[src/rtl/multilane_channel_init.sv]
// Multi-lane channel bring-up sequencer: aligns, bonds and verifies the enabled lanes,
// then reports the channel ready. A watchdog restarts bring-up in any state that stalls.
package aurora_pkg;
  typedef enum logic [1:0] {NONE = 2'd0, SP = 2'd1, I = 2'd2, VER = 2'd3} ordered_sets_e;
endpackage

module multilane_channel_init #(
  parameter int LANES     = 4,
  parameter int VER_COUNT = 4,
  parameter int TIMEOUT   = 1023
) (
  input  logic                      clk,
  input  logic                      rst_n,
  input  logic                      simplex_reset,
  input  logic [LANES-1:0]          lane_enable,
  input  logic [LANES-1:0]          lane_aligned,
  input  logic [LANES-1:0]          lane_bonded,
  input  logic [LANES-1:0]          lane_verified,
  output aurora_pkg::ordered_sets_e ordered_sets,
  output logic                      init_finished,
  output logic [LANES-1:0]          lane_up,
  output logic                      timeout_err,
  output logic [7:0]                retry_cnt
);
  // state        | meaning
  // ST_RESET     | idle, waiting for at least one enabled lane
  // ST_INIT      | waiting for every enabled lane to align
  // ST_BONDING   | waiting for every enabled lane to bond (multi-lane only)
  // ST_VERIFY    | counting consecutive all-verified cycles
  // ST_READY     | channel up until an enabled lane loses alignment
  typedef enum logic [2:0] {ST_RESET, ST_INIT, ST_BONDING, ST_VERIFY, ST_READY} state_e;

  localparam int WD_W = $clog2(TIMEOUT + 1);

  state_e                    state_q, state_d;
  logic [WD_W-1:0]           wd_q, wd_d;
  logic [7:0]                ver_q, ver_d;
  logic [7:0]                retry_q, retry_d;
  logic [LANES-1:0]          en_prev_q;
  logic [LANES-1:0]          lane_up_q, lane_up_d;
  aurora_pkg::ordered_sets_e os_q, os_d;
  logic                      fin_q, fin_d;
  logic                      tmo_q;
  logic                      any_en, single_lane, all_aligned, all_bonded, all_verified;
  logic                      en_changed, counting, expire;

  assign any_en       = |lane_enable;
  assign single_lane  = any_en && ((lane_enable & (lane_enable - LANES'(1))) == '0);
  assign all_aligned  = any_en && ((lane_aligned  & lane_enable) == lane_enable);
  assign all_bonded   = any_en && ((lane_bonded   & lane_enable) == lane_enable);
  assign all_verified = any_en && ((lane_verified & lane_enable) == lane_enable);
  assign en_changed   = (state_q != ST_RESET) && (lane_enable != en_prev_q);
  assign counting     = (state_q == ST_INIT) || (state_q == ST_BONDING) || (state_q == ST_VERIFY);

  always_ff @(posedge clk) begin
    if (!rst_n || simplex_reset) begin
      state_q   <= ST_RESET;
      wd_q      <= '0;
      ver_q     <= '0;
      en_prev_q <= '0;
      os_q      <= aurora_pkg::NONE;
      fin_q     <= 1'b0;
      lane_up_q <= '0;
      tmo_q     <= 1'b0;
    end else begin
      state_q   <= state_d;
      wd_q      <= wd_d;
      ver_q     <= ver_d;
      en_prev_q <= lane_enable;
      os_q      <= os_d;
      fin_q     <= fin_d;
      lane_up_q <= lane_up_d;
      tmo_q     <= expire;
    end
  end

  // The retry count survives a simplex re-initialisation; only rst_n clears it.
  always_ff @(posedge clk) begin
    if (!rst_n)              retry_q <= '0;
    else if (!simplex_reset) retry_q <= retry_d;
  end

  always_comb begin
    state_d = state_q;
    expire  = 1'b0;
    case (state_q)
      ST_RESET:   if (any_en) state_d = ST_INIT;
      ST_INIT:    if (all_aligned) state_d = single_lane ? ST_VERIFY : ST_BONDING;
      ST_BONDING: if (all_bonded) state_d = ST_VERIFY;
      ST_VERIFY:  if (all_verified && (ver_q == 8'(VER_COUNT - 1))) state_d = ST_READY;
      ST_READY:   if ((lane_enable & ~lane_aligned) != '0) state_d = ST_RESET;
      default:    state_d = ST_RESET;
    endcase
    // A genuine exit always beats a watchdog expiry landing on the same cycle.
    if (en_changed) begin
      state_d = ST_RESET;
    end else if (counting && (state_d == state_q) && (wd_q == WD_W'(TIMEOUT - 1))) begin
      state_d = ST_RESET;
      expire  = 1'b1;
    end
    wd_d  = '0;
    ver_d = '0;
    if (counting && (state_d == state_q)) wd_d = wd_q + WD_W'(1);
    if ((state_q == ST_VERIFY) && (state_d == ST_VERIFY) && all_verified) ver_d = ver_q + 8'd1;
    retry_d = (expire && (retry_q != 8'hFF)) ? retry_q + 8'd1 : retry_q;
  end

  always_comb begin
    os_d      = aurora_pkg::NONE;
    fin_d     = 1'b0;
    lane_up_d = '0;
    case (state_q)
      ST_RESET, ST_INIT: os_d = aurora_pkg::SP;
      ST_BONDING:        os_d = aurora_pkg::I;
      ST_VERIFY:         os_d = aurora_pkg::VER;
      ST_READY: begin
        fin_d     = 1'b1;
        lane_up_d = lane_enable & lane_aligned;
      end
      default:           os_d = aurora_pkg::NONE;
    endcase
  end

  assign ordered_sets  = os_q;
  assign init_finished = fin_q;
  assign lane_up       = lane_up_q;
  assign timeout_err   = tmo_q;
  assign retry_cnt     = retry_q;

endmodule

[config.mk]
export PLATFORM = sky130hd
export DESIGN_NAME = multilane_channel_init
export DESIGN_NICKNAME = d
export VERILOG_FILES = /design/src/rtl/multilane_channel_init.sv
export SDC_FILE = /design/constraint.sdc
export NUM_CORES = 1
export LEC_CHECK = 0
export ABC_CLOCK_PERIOD_IN_PS = 2600
export CAP_MARGIN = 20
export CELL_PAD_IN_SITES_DETAIL_PLACEMENT = 1
export CELL_PAD_IN_SITES_GLOBAL_PLACEMENT = 1
export CORE_UTILIZATION = 36
export DETAILED_ROUTE_END_ITERATION = 8
export HOLD_SLACK_MARGIN = 0.02
export PLACE_DENSITY = 0.81
export SLEW_MARGIN = 20
export SYNTH_ARGS = -nofsm -noshare
export SYNTH_HDL_FRONTEND = slang
export SYNTH_SLANG_ARGS = --single-unit
[constraint.sdc]
create_clock -name clk -period 2.6 [get_ports clk]
set_clock_uncertainty 0.2 [all_clocks]
set_input_delay 0.39 -clock clk [delete_from_list [all_inputs] [get_ports clk]]
set_output_delay 0.39 -clock clk [all_outputs]
set_load 0.02 [all_outputs]
After elaboration in Yosys (flattened, before gate mapping):

Index checks and enable logic that the tools add are counted.

* add/subtract/negate cells: 4
* multiplexer cells: 13
* reductions and logical operators: 26
* equal/unequal tests: 14
* bitwise operators: 10

Operators by type and width (count)
* 2-to-1 mux 3 bit: 7
* bitwise AND 4 bit: 5
* adder 8 x 1 -> 8 bit (second input constant): 2
* case mux 3 bit (5 select lines): 1
* equality test 4 bit: 3
* logical AND 1 bit: 12
* adder 10 x 1 -> 10 bit (second input constant): 1
* equality test 10 bit (second input constant): 1
* equality test 3 x 2 -> 1 bit (second input constant): 3
* equality test 8 x 2 -> 1 bit (second input constant): 1
* != test 8 bit (second input constant): 1
* OR reduction 2 bit: 4
* equality test 3 bit: 2
* case mux 2 bit (3 select lines): 1
* logical NOT 4 bit: 1
* 2-to-1 mux 1 bit: 4
* != test 4 bit: 1
* inverter 1 bit: 4
* inverter 4 bit: 1
* nonzero test 4 bit: 1
* OR reduction 4 bit: 1
* subtractor 4 x 1 -> 4 bit (second input constant): 1
* equality test 3 x 1 -> 1 bit (second input constant): 1
* equality test 3 bit (second input constant): 1
* 5 further kinds: 7

* output and inout port bits: 16
* flip-flop bits (word level): 41
* word-level logic and storage cells: 76

Logic depth before layout (Yosys ltp):

* word-level depth: 17
* gate-level depth with buffers: 9

Least setup slack after synthesis:

Ideal clock, no wire load.

* path type: input-to-reg
* from: in lane_enable[3]
* to: reg ver_q[2]
* arrival time: 2.232 ns
* library setup time: 0.062 ns
* stages on the path: 9
* path slack: 0.106 ns
* path through: buf_2 nand2b_1 a41oi_1 or4_4 and4b_4 buf_6 or4b_1 buf_6 nor2_2

* cells in the longest elaborated chain, start to end: 17

Ends and longest elaborated chain
* from (decl): line 15 `input logic [LANES-1:0] lane_enable,`
* subtractor 4 x 1 -> 4 bit: line 48 `assign single_lane = any_en && ((lane_enable & (lane_enable - LANES'(1))) == '0);`
* bitwise AND 4 bit: line 48
* logical NOT 4 bit: line 48
* logical AND 1 bit: line 48
* 2-to-1 mux 1 bit: line 88 `ST_INIT: if (all_aligned) state_d = single_lane ? ST_VERIFY : ST_BONDING;`
* 2-to-1 mux 3 bit: line 88
* case mux 3 bit (5 select lines): line 86 `case (state_q)`
* equality test 3 bit: line 97 `end else if (counting && (state_d == state_q) && (wd_q == WD_W'(TIMEOUT - 1))) begin`
* logical AND 1 bit (2 in a row): line 97
* 2-to-1 mux 3 bit: line 97
* 2-to-1 mux 3 bit: line 95 `if (en_changed) begin`
* equality test 3 x 2 -> 1 bit: line 104 `if ((state_q == ST_VERIFY) && (state_d == ST_VERIFY) && all_verified) ver_d = ver_q + 8'd1;`
* logical AND 1 bit: line 104
* logical AND 1 bit *: line 104
* inverter 1 bit (no line) *
* OR reduction 2 bit (no line) *
* to (signal assigned): line 68 `ver_q <= ver_d;`
* to (decl): line 37 `logic [7:0] ver_q, ver_d;`

Mark *: on every way between the ends. The rest lies on a longest branch, timed or not.
A chain may end at the register's enable or synchronous reset.

Worst setup path in the final report:

* from: in lane_bonded[0]
* to: reg ver_q[3]

* cells in the longest elaborated chain, start to end: 15

Ends and longest elaborated chain
* from (decl): line 17 `input logic [LANES-1:0] lane_bonded,`
* bitwise AND 4 bit *: line 50 `assign all_bonded = any_en && ((lane_bonded & lane_enable) == lane_enable);`
* equality test 4 bit *: line 50
* logical AND 1 bit *: line 50
* 2-to-1 mux 3 bit *: line 89 `ST_BONDING: if (all_bonded) state_d = ST_VERIFY;`
* case mux 3 bit (5 select lines) *: line 86
* equality test 3 bit: line 97
* logical AND 1 bit (2 in a row): line 97
* 2-to-1 mux 3 bit *: line 97
* 2-to-1 mux 3 bit *: line 95
* equality test 3 x 2 -> 1 bit *: line 104
* logical AND 1 bit * (2 in a row): line 104
* inverter 1 bit (no line) *
* OR reduction 2 bit (no line) *

Marks and branches as above.

==> impl_metrics.toml <==
[run_status]
status = "completed"

[run]
drv_cap = 0

[route]
wire_per_inst_um = 15.27
final_antenna_net_count = 0
top_layer = "met4"
firstDrtPassIters = 4
met2WireLength_um = 2619
drtIter0Drc = 63
met3_length_um = 184
vias = 1850
route.detailed.drc = 0
via_per_inst = 5.378
wl_met1_um = 2405
drt-total-wl_um = 5254

[synth]
async_reset_ff_share_pct = 0
synth_edf_count = 0
synth.avg_cell_area_um2 = 9.326
ys_top_cells_by_area = "dfxtp_1 (41%), xor2_1 (4.8%), and3_1 (3.8%)"
synth_nets = 237
yosys.area.top_type_share_pct = 41.13
synth.ff_latch_count = 41
ys_warn_count = 0
syn_inst = 214
ys_seq_area_share_pct = 41.13
netlist_area_um2 = 1996
synth_cell_types = 49
synth_ff_type = "dfxtp_1"
synth_top_cell_by_area = "dfxtp_1"

[floorplanning]
pin_count = 35
row_count = 26
coreArea_um2 = 5238
die-area_um2 = 5845
die_height_um = 76.46
die_x_um = 76.46
start_util_pct = 38.10

[cts]
clock_latency_ns = 0.30
h-tree-depth = 2
cts_sinks = 41
path_clk_slew_ns = 0.09
clockBufferDepth = 2
cts_buffers = 5
cts_root_buf = "clkbuf_8"
cts_tree = "done"

[worst_hold_path]
min_path_type = "input port to register"

[power_and_ir_drop]
p_seq_share_pct = 52.5
cellLeakagePower_nw = 0.9825
swShare_pct = 25.85
p_per_area_nw_per_um2 = 447.5
p_int_mw = 0.8988
clock_power_share_pct = 36.4
combinationalPowerShare_pct = 11.0
ir_worst_vdd_uv = 315.0
power.total_mw = 1.212
p_sw_mw = 0.3133

[layout]
layout-drive-gt1-share_pct = 21.17
utilization_pct = 51.72
areaGrowthSynthToFinish_pct = 35.74
layout_commonest_cell = "dfxtp_1"
n_antenna_cell = 0
most-common-layout-cells = "dfxtp_1 (41), clkdlybuf4s50_1 (30), buf_4 (26)"
nets = 296
final_cells = 344
final_area_um2 = 2709

[place]
placedCellCount = 335
gp_congestion = 0.7794
post-dp-hpwl_um = 3877
dp_slack_ns = -0.5199
io_buffers = 34
dpl_cell_area_um2 = 2561

[setup_path]
crit_type = "input port to register"
cp_max_fo = 7
critical_path_arrival_ns = 2.56
critPathLaunchType = "input port"
cp-end-kind = "register"
required_ns = 2.64

[global_routing]
grt.total_usage_pct = 19.17
grt_pass1_vias = 1920
grt_antenna_before_repair = 0
grt_max_degree = 16
grt_pass1_wl_um = 9121
grt.overflow.total = 0

[timing]
fin_crit_sh_pct = 96.89
slew_headroom_pct = 71.05
timing.final.crit_period_ns = 2.519
tightest_slew_ns = 0.4343
fmax_mhz = 397.0
whs_ns = 0.3036
setup_ws_ns = 0.08093
setup_tns_ns = 0
final-hold-violation-count = 0
report.final.setup_viol = 0
slew_viol_final = 0
==> timing repair <==
action,4_1_cts,5_1_grt
gates resized for setup,8,10
setup buffers,0,1
pin swaps,1,2
gates cloned,0,0
endpoints found under the setup margin,22,22
hold buffers,0,0
hold endpoints to repair,0,0
==> registers in the layout, indices dropped and copies added (netlist names) <==
name and cells:
lane_up 4, state_q 3, ver_q 8, init_finished 1
retry_cnt 8, wd_q 10, en_prev_q 4, ordered_sets 2
timeout_err 1
==> power by group through the flow <==
stage               Clock [mW]  Sequential [mW]  Combinational, mW
floorplan                    0            0.652             0.0568
global placement             0            0.652              0.124
detailed placement           0            0.652              0.127
CTS                      0.456            0.637              0.130
global route             0.477            0.638              0.145
finish                   0.441            0.637              0.134
==> final timing paths <==
check | startpoint | end | slack (ns) | cells after the start
worst min-delay path | lane_enable[1] | en_prev_q[1]$_SDFF_PP0_ | 0.30 | 2
worst min register to register | ver_q[0]$_SDFF_PP0_ | ver_q[0]$_SDFF_PP0_ | 0.31 | 1
worst max-delay path | lane_bonded[0] | ver_q[3]$_SDFF_PP0_ | 0.08 | 8
worst max register to register | wd_q[1]$_SDFF_PP0_ | retry_cnt[7]$_SDFFE_PN0P_ | 0.18 | 8
==> critical path, cell delays in order <==
cell and delay [ns]:
clkdlybuf4s50_1 0.46, nand2b_1 0.11, a41oi_1 0.12, or4_4 0.45, and4b_4 0.23, or4b_4 0.54
buf_6 0.16, nor2_2 0.09
==> synth_stat cells (2+ instances only) <==
| library cell | number |
|---|---|
| nand2_1 | 5 |
| a21boi_0 | 2 |
| nand2b_1 | 6 |
| and2_1 | 3 |
| xnor2_1 | 8 |
| o31a_1 | 3 |
| nand3_1 | 15 |
| nor2_2 | 7 |
| buf_2 | 4 |
| and3_1 | 12 |
| a21oi_1 | 8 |
| nor3_1 | 3 |
| nor4_1 | 12 |
| o31ai_1 | 5 |
| a41oi_1 | 3 |
| nor4b_1 | 2 |
| ha_1 | 4 |
| dfxtp_1 | 41 |
| or3_1 | 3 |
| or4_1 | 5 |
| buf_6 | 2 |
| nand4_1 | 4 |
| nor2b_1 | 3 |
| xor2_1 | 11 |
| inv_1 | 10 |
| nor2_1 | 10 |
==> cells by family (layout without fill, tap and decap cells) <==
logic type,count (synthesis),after routing,synth area share (%)
and+or+nand+nor,100,100,30.85
DFF,41,41,41.13
AOI/OAI and AO/OA,28,28,11.22
buffers and inverters,20,80,4.953
xor gates and xnor gates,19,19,8.339
adders and majority gates,5,5,3.010
muxes,1,1,0.5016
==> layer usage <==
layer | global-route usage (%) | vias to the layer above
li1 | - | 902
met1 | 23.17 | 909
met2 | 34.23 | 30
met3 | 3.952 | 9
met4 | 5.000 | 0
met5 | 0 | -
==> layout make-up <==
class	count	area (um^2)
Inverter	11	41.29
Fill cell	623	2529
Tap cell	70	87.58
Sequential cell	41	820.8
Timing Repair Buffer	61	538.0
Multi-Input combinational cell	153	1127
Clock buffer	5	68.82
Clock inverter	3	25.02
Note: power is estimated with default switching activity, not from simulation.
